--- src/rtl/cond_sched_if.sv ---
// Handshake bundle between a CGRA condition producer/consumer and cond_sched.
// The master side drives the window request and per-PE condition strobes and
// consumes the result; the slave side is the scheduler itself.
interface cond_sched_if #(
    parameter int NB_PE = 16
) ();

    logic             Start;
    logic [NB_PE-1:0] Cond_Mask;
    logic [NB_PE-1:0] In_Cond;
    logic [NB_PE-1:0] In_Cond_Valid;
    logic             Out_Cond;
    logic             Out_Valid;
    logic             Out_Ready;
    logic             Timeout_Err;
    logic             Busy;

    modport master (
        output Start,
        output Cond_Mask,
        output In_Cond,
        output In_Cond_Valid,
        output Out_Ready,
        input  Out_Cond,
        input  Out_Valid,
        input  Timeout_Err,
        input  Busy
    );

    modport slave (
        input  Start,
        input  Cond_Mask,
        input  In_Cond,
        input  In_Cond_Valid,
        input  Out_Ready,
        output Out_Cond,
        output Out_Valid,
        output Timeout_Err,
        output Busy
    );

endinterface

--- src/rtl/cond_sched.sv ---
// Condition-window scheduler for a CGRA: opens a window over a set of PEs,
// ORs together the first condition reported by each participating PE, and
// closes on completion (all reported) or after TIMEOUT collection cycles.
module cond_sched #(
    parameter int NB_ROWS = 4,
    parameter int NB_COLS = 4,
    parameter int TIMEOUT = 64
) (
    input  logic        clk,
    input  logic        rst,
    cond_sched_if.slave bus
);

    localparam int NB_PE = NB_ROWS * NB_COLS;
    localparam int CNT_W = $clog2(TIMEOUT + 1);
    // Counter starts at 0 on the first COLLECT cycle, so this value marks the
    // TIMEOUT-th collection cycle.
    localparam logic [CNT_W-1:0] CNT_LAST = CNT_W'(TIMEOUT - 1);

    typedef enum logic [1:0] {
        S_IDLE,
        S_COLLECT,
        S_DONE
    } state_t;

    state_t           r_state;
    logic [NB_PE-1:0] r_pending;
    logic             r_acc;
    logic [CNT_W-1:0] r_cnt;
    logic             r_out_cond;
    logic             r_out_valid;
    logic             r_timeout_err;
    logic             r_busy;

    logic [NB_PE-1:0] w_accept;
    logic [NB_PE-1:0] w_pending_nxt;
    logic             w_acc_nxt;

    // Same-cycle update of the pending set and accumulator: only PEs still
    // pending may contribute, so repeat or unmasked strobes fall away here.
    always_comb begin
        w_accept      = bus.In_Cond_Valid & r_pending;
        w_pending_nxt = r_pending & ~w_accept;
        w_acc_nxt     = r_acc | (|(w_accept & bus.In_Cond));
    end

    // Window FSM with registered result/status outputs.
    always_ff @(posedge clk or posedge rst) begin
        if (rst) begin
            r_state       <= S_IDLE;
            r_pending     <= '0;
            r_acc         <= 1'b0;
            r_cnt         <= '0;
            r_out_cond    <= 1'b0;
            r_out_valid   <= 1'b0;
            r_timeout_err <= 1'b0;
            r_busy        <= 1'b0;
        end else begin
            case (r_state)
                S_IDLE: begin
                    if (bus.Start) begin
                        r_pending <= bus.Cond_Mask;
                        r_acc     <= 1'b0;
                        r_cnt     <= '0;
                        r_busy    <= 1'b1;
                        if (bus.Cond_Mask == '0) begin
                            r_state       <= S_DONE;
                            r_out_valid   <= 1'b1;
                            r_out_cond    <= 1'b0;
                            r_timeout_err <= 1'b0;
                        end else begin
                            r_state <= S_COLLECT;
                        end
                    end
                end

                S_COLLECT: begin
                    r_pending <= w_pending_nxt;
                    r_acc     <= w_acc_nxt;
                    r_cnt     <= r_cnt + 1'b1;
                    // Completion is tested first so it wins over a coincident timeout.
                    if (w_pending_nxt == '0) begin
                        r_state       <= S_DONE;
                        r_out_valid   <= 1'b1;
                        r_out_cond    <= w_acc_nxt;
                        r_timeout_err <= 1'b0;
                    end else if (r_cnt == CNT_LAST) begin
                        r_state       <= S_DONE;
                        r_out_valid   <= 1'b1;
                        r_out_cond    <= w_acc_nxt;
                        r_timeout_err <= 1'b1;
                    end
                end

                S_DONE: begin
                    if (bus.Out_Ready) begin
                        r_state       <= S_IDLE;
                        r_pending     <= '0;
                        r_acc         <= 1'b0;
                        r_cnt         <= '0;
                        r_out_cond    <= 1'b0;
                        r_out_valid   <= 1'b0;
                        r_timeout_err <= 1'b0;
                        r_busy        <= 1'b0;
                    end
                end

                default: begin
                    r_state       <= S_IDLE;
                    r_pending     <= '0;
                    r_acc         <= 1'b0;
                    r_cnt         <= '0;
                    r_out_cond    <= 1'b0;
                    r_out_valid   <= 1'b0;
                    r_timeout_err <= 1'b0;
                    r_busy        <= 1'b0;
                end
            endcase
        end
    end

    assign bus.Out_Cond    = r_out_cond;
    assign bus.Out_Valid   = r_out_valid;
    assign bus.Timeout_Err = r_timeout_err;
    assign bus.Busy        = r_busy;

endmodule

--- src/flat_wrapper.sv ---
// flat-port wrapper written by rule: the top's interface ports become plain ports
module cond_sched_flat 
#(
    parameter int NB_ROWS = 4,
    parameter int NB_COLS = 4,
    parameter int TIMEOUT = 64
)
  (clk, rst, bus_Start, bus_Cond_Mask, bus_In_Cond, bus_In_Cond_Valid, bus_Out_Ready, bus_Out_Cond, bus_Out_Valid, bus_Timeout_Err, bus_Busy);
  cond_sched_if #(.NB_PE((16))) bus_i ();
  input  logic clk;
  input  logic rst;
  input wire logic [$bits(bus_i.Start)-1:0] bus_Start;
  input wire logic [$bits(bus_i.Cond_Mask)-1:0] bus_Cond_Mask;
  input wire logic [$bits(bus_i.In_Cond)-1:0] bus_In_Cond;
  input wire logic [$bits(bus_i.In_Cond_Valid)-1:0] bus_In_Cond_Valid;
  input wire logic [$bits(bus_i.Out_Ready)-1:0] bus_Out_Ready;
  output wire logic [$bits(bus_i.Out_Cond)-1:0] bus_Out_Cond;
  output wire logic [$bits(bus_i.Out_Valid)-1:0] bus_Out_Valid;
  output wire logic [$bits(bus_i.Timeout_Err)-1:0] bus_Timeout_Err;
  output wire logic [$bits(bus_i.Busy)-1:0] bus_Busy;
  assign bus_i.Start = bus_Start;
  assign bus_i.Cond_Mask = bus_Cond_Mask;
  assign bus_i.In_Cond = bus_In_Cond;
  assign bus_i.In_Cond_Valid = bus_In_Cond_Valid;
  assign bus_i.Out_Ready = bus_Out_Ready;
  assign bus_Out_Cond = bus_i.Out_Cond;
  assign bus_Out_Valid = bus_i.Out_Valid;
  assign bus_Timeout_Err = bus_i.Timeout_Err;
  assign bus_Busy = bus_i.Busy;
  cond_sched #(.NB_ROWS(NB_ROWS), .NB_COLS(NB_COLS), .TIMEOUT(TIMEOUT)) u_core (.clk(clk), .rst(rst), .bus(bus_i));
endmodule
--- config.mk ---
export PLATFORM = sky130hd
export DESIGN_NAME = cond_sched_flat
export DESIGN_NICKNAME = d
export VERILOG_FILES = /design/src/rtl/cond_sched_if.sv /design/src/rtl/cond_sched.sv /design/src/flat_wrapper.sv
export SDC_FILE = /design/constraint.sdc
export NUM_CORES = 1
export LEC_CHECK = 0
export ABC_AREA = 1
export CAP_MARGIN = 15
export CELL_PAD_IN_SITES_DETAIL_PLACEMENT = 2
export CELL_PAD_IN_SITES_GLOBAL_PLACEMENT = 2
export CORE_ASPECT_RATIO = 1.4
export CORE_UTILIZATION = 25
export DETAILED_ROUTE_END_ITERATION = 10
export GPL_TIMING_DRIVEN = 0
export PLACE_DENSITY = 0.77
export SETUP_SLACK_MARGIN = 0.3
export SLEW_MARGIN = 20
export SYNTH_ARGS = -nofsm -noshare
export SYNTH_HDL_FRONTEND = slang
export SYNTH_SLANG_ARGS = --single-unit
--- constraint.sdc ---
create_clock -name clk -period 2.1 [get_ports clk]
set_clock_uncertainty 0.1 [all_clocks]
set_input_delay 0.42 -clock clk [delete_from_list [all_inputs] [get_ports clk]]
set_output_delay 0.42 -clock clk [all_outputs]
set_load 0.03 [all_outputs]
==> impl_metrics.json <==
{
  "io_pins": 56,
  "grt_usage_pct": 18.05,
  "synth_area_per_cell_um2": 7.043,
  "synth-seq-area-share_pct": 41.64,
  "critPathRequiredTime_ns": 2.21,
  "grt_setup_unrepaired": "true",
  "cts-root-buf": "clkbuf_8",
  "cts.sinks": 30,
  "period_share_pct": 81.83,
  "syn-num-nets": 309,
  "drt_pre_antenna_iters": 4,
  "drive_gt1_share_pct": 15.36,
  "crit_start": "bus_In_Cond_Valid[10]",
  "fmax_mhz": 581.9,
  "port_buffers": 55,
  "critPathMaxFanout": 2,
  "r2r-end": "u_core.bus.Out_Cond",
  "leakagePower_nw": 1.283,
  "comb_power_share_pct": 53.5,
  "netlist_instances": 256,
  "yosysUniqueCellTypes": 29,
  "clockBufferDepth": 2,
  "syn-cell-area_um2": 1803,
  "std_cell_rows": 36,
  "yosys_warnings": 0,
  "drv_cap": 0,
  "synthDominantCellAreaShare_pct": 41.64,
  "wl_per_cell_um": 15.26,
  "start_util_pct": 25.82,
  "dr_total_vias": 1914,
  "fillCellCount": 841,
  "slew_headroom_pct": 54.36,
  "switching_share_pct": 46.07,
  "peakVddDrop_uv": 560.5,
  "worst-r2r-setup-slack_ns": 0.42,
  "setup_viol": 0,
  "die_h_um": 102.5,
  "critPathCaptureType": "register",
  "power_density_nw_per_um2": 1118,
  "num-nets-final": 372,
  "regArea_um2": 750.7,
  "grt_max_degree": 31,
  "pwr-share-clk_pct": 14.7,
  "dieArea_um2": 7560,
  "grt_pass1_wl_um": 10320,
  "core_um2": 6982,
  "p_seq_share_pct": 31.7,
  "final_cell_mix": "nand2_1, clkdlybuf4s50_1, nor2_1",
  "start_kind": "input pin",
  "clk_pin_slew_ns": 0.06,
  "numCtsBuffers": 5,
  "n_antenna_cell": 0,
  "crit_end": "u_core.bus.Out_Cond",
  "die_w_um": 73.78,
  "yosysTopAreaCell": "dfrtp_1",
  "multi_input_area_um2": 1012,
  "synthTopCellsByArea": "dfrtp_1, nand2_1, nor2_1",
  "critPathKind": "input pin to register",
  "crit_arrival_ns": 1.83,
  "internal_power_mw": 1.615,
  "drc": 0,
  "syn_to_final_growth_pct": 48.65,
  "power_mw": 2.996,
  "drv_slew": 0,
  "htreeDepth": 2,
  "worst_hold_slack_ns": 0.3695,
  "period_needed_ns": 1.718,
  "viasPerCell": 4.623,
  "hold_violations": 0,
  "grt_pass1_vias": 2125,
  "place_congestion": 0.7716,
  "cts_tree": "yes",
  "ff2ff_path_depth": 9,
  "synth-seq-cells": 30,
  "switching_power_mw": 1.380,
  "hp-class": "register to register",
  "status": "finished, final reports clean",
  "wl_um": 6319,
  "clock_latency_ns": 0.28,
  "antenna_found_initial": 0,
  "final_common_cell": "nand2_1",
  "overflow": 0,
  "reg2reg_from": "u_core.r_cnt[0]",
  "drt-initial-drc-count": 60,
  "tightest_slew_ns": 0.6836,
  "hpwl_um": 4880,
  "drtAntennaViolNets": 0
}
-- cells by family after synthesis --
family / share of synthesized area, %
xor gates and xnor gates: 0.4859
DFF: 41.64
and+or+nand+nor: 34.98
adders and majority gates: 0.6939
buffers and inverters: 8.536
muxes: 0.8325
AOI/OAI and AO/OA: 12.84
-- per-layer routing --
| metal | track usage (%) | part of all wire, % | vias to the layer above | wire length (um) |
|---|---|---|---|---|
| met4 | 3.550 | 0.63 | 0 | 40 |
| met5 | 0 | 0 | - | 0 |
| met3 | 2.465 | 2.4 | 4 | 152 |
| li1 | - | - | 948 | - |
| met2 | 35.07 | 56 | 31 | 3559 |
| met1 | 20.52 | 41 | 931 | 2567 |
-- synth_stat cells, drive strengths merged --
cell and number:
nand4 4, o21ai 18, buf 5, nand2 67, a22o 1, nand3b 1
clkbuf 1, mux2 1, nor2 45, nand3 21, inv 30, a21oi 21
dfrtp 30, o22ai 3, and3b 1, nor3 4, ha 1, a31o 1
xor2 1
-- layout make-up --
cell class	instances	area share, %
well taps	95	4.435
inverters	30	4.295
clock buffers	7	2.848
multi-input cells	190	37.77
plain buffers	6	1.541
flip-flops and latches	30	28.01
repair buffers	56	21.10
-- state kept, by name, summed over array words and instances, names as in the netlist --
name                    cells
u_core.bus.Busy             1
u_core.bus.Out_Cond         1
u_core.bus.Timeout_Err      1
u_core.r_acc                1
u_core.r_state              2
u_core.r_cnt                7
u_core.bus.Out_Valid        1
u_core.r_pending           16
-- power by group through the flow --
| stage | Combinational (mW) | Sequential (mW) | Clock (mW) |
|---|---|---|---|
| finish | 1.60 | 0.950 | 0.441 |
| global route | 1.81 | 0.974 | 0.480 |
| CTS | 1.47 | 0.940 | 0.456 |
| detailed placement | 1.46 | 0.950 | 0 |
| global placement | 1.43 | 0.942 | 0 |
| floorplan | 0.895 | 0.974 | 0 |
-- per-stage QoR --
step	instance area (um2)	std cells	setup WS [ns]	setup TNS (ns)	utilization, %
finish	2680	414	0.3816	0	38.39
global placement	2472	406	-0.04001	-0.1143	35.41
CTS	2556	413	0.3138	0	36.61
detailed placement	2472	406	-0.05841	-0.1391	35.41
floorplan	1803	256	0.5959	0	-
global route	2680	414	0.2212	0	38.39
-- critical path, stage by stage --
cell	delay, ns
clkdlybuf4s50_1	0.50
inv_1	0.05
nand2_1	0.08
nand2_1	0.07
nor2_2	0.12
nand2_4	0.09
nor2_4	0.11
nor2_1	0.05
nor2_1	0.16
nand3_1	0.10
nand2_1	0.08
-- how the worst min path moves through the flow --
stage                               from                   end  cells after the start
finish              u_core.bus.Out_Valid  u_core.bus.Out_Valid                      2
floorplan            u_core.r_pending[0]   u_core.r_pending[0]                      2
global placement    u_core.bus.Out_Valid  u_core.bus.Out_Valid                      2
global route        u_core.bus.Out_Valid  u_core.bus.Out_Valid                      2
detailed placement  u_core.bus.Out_Valid  u_core.bus.Out_Valid                      2
CTS                 u_core.bus.Out_Valid  u_core.bus.Out_Valid                      2
-- timing repair --
action / 4_1_cts / 5_1_grt
setup buffers: 0 / 1
gates cloned: 0 / 0
hold buffers: 0 / 0
setup endpoints to repair: 7 / 5
resized for setup: 7 / 37
pin swaps: 0 / 13
Power figures use the tool's default switching activity.
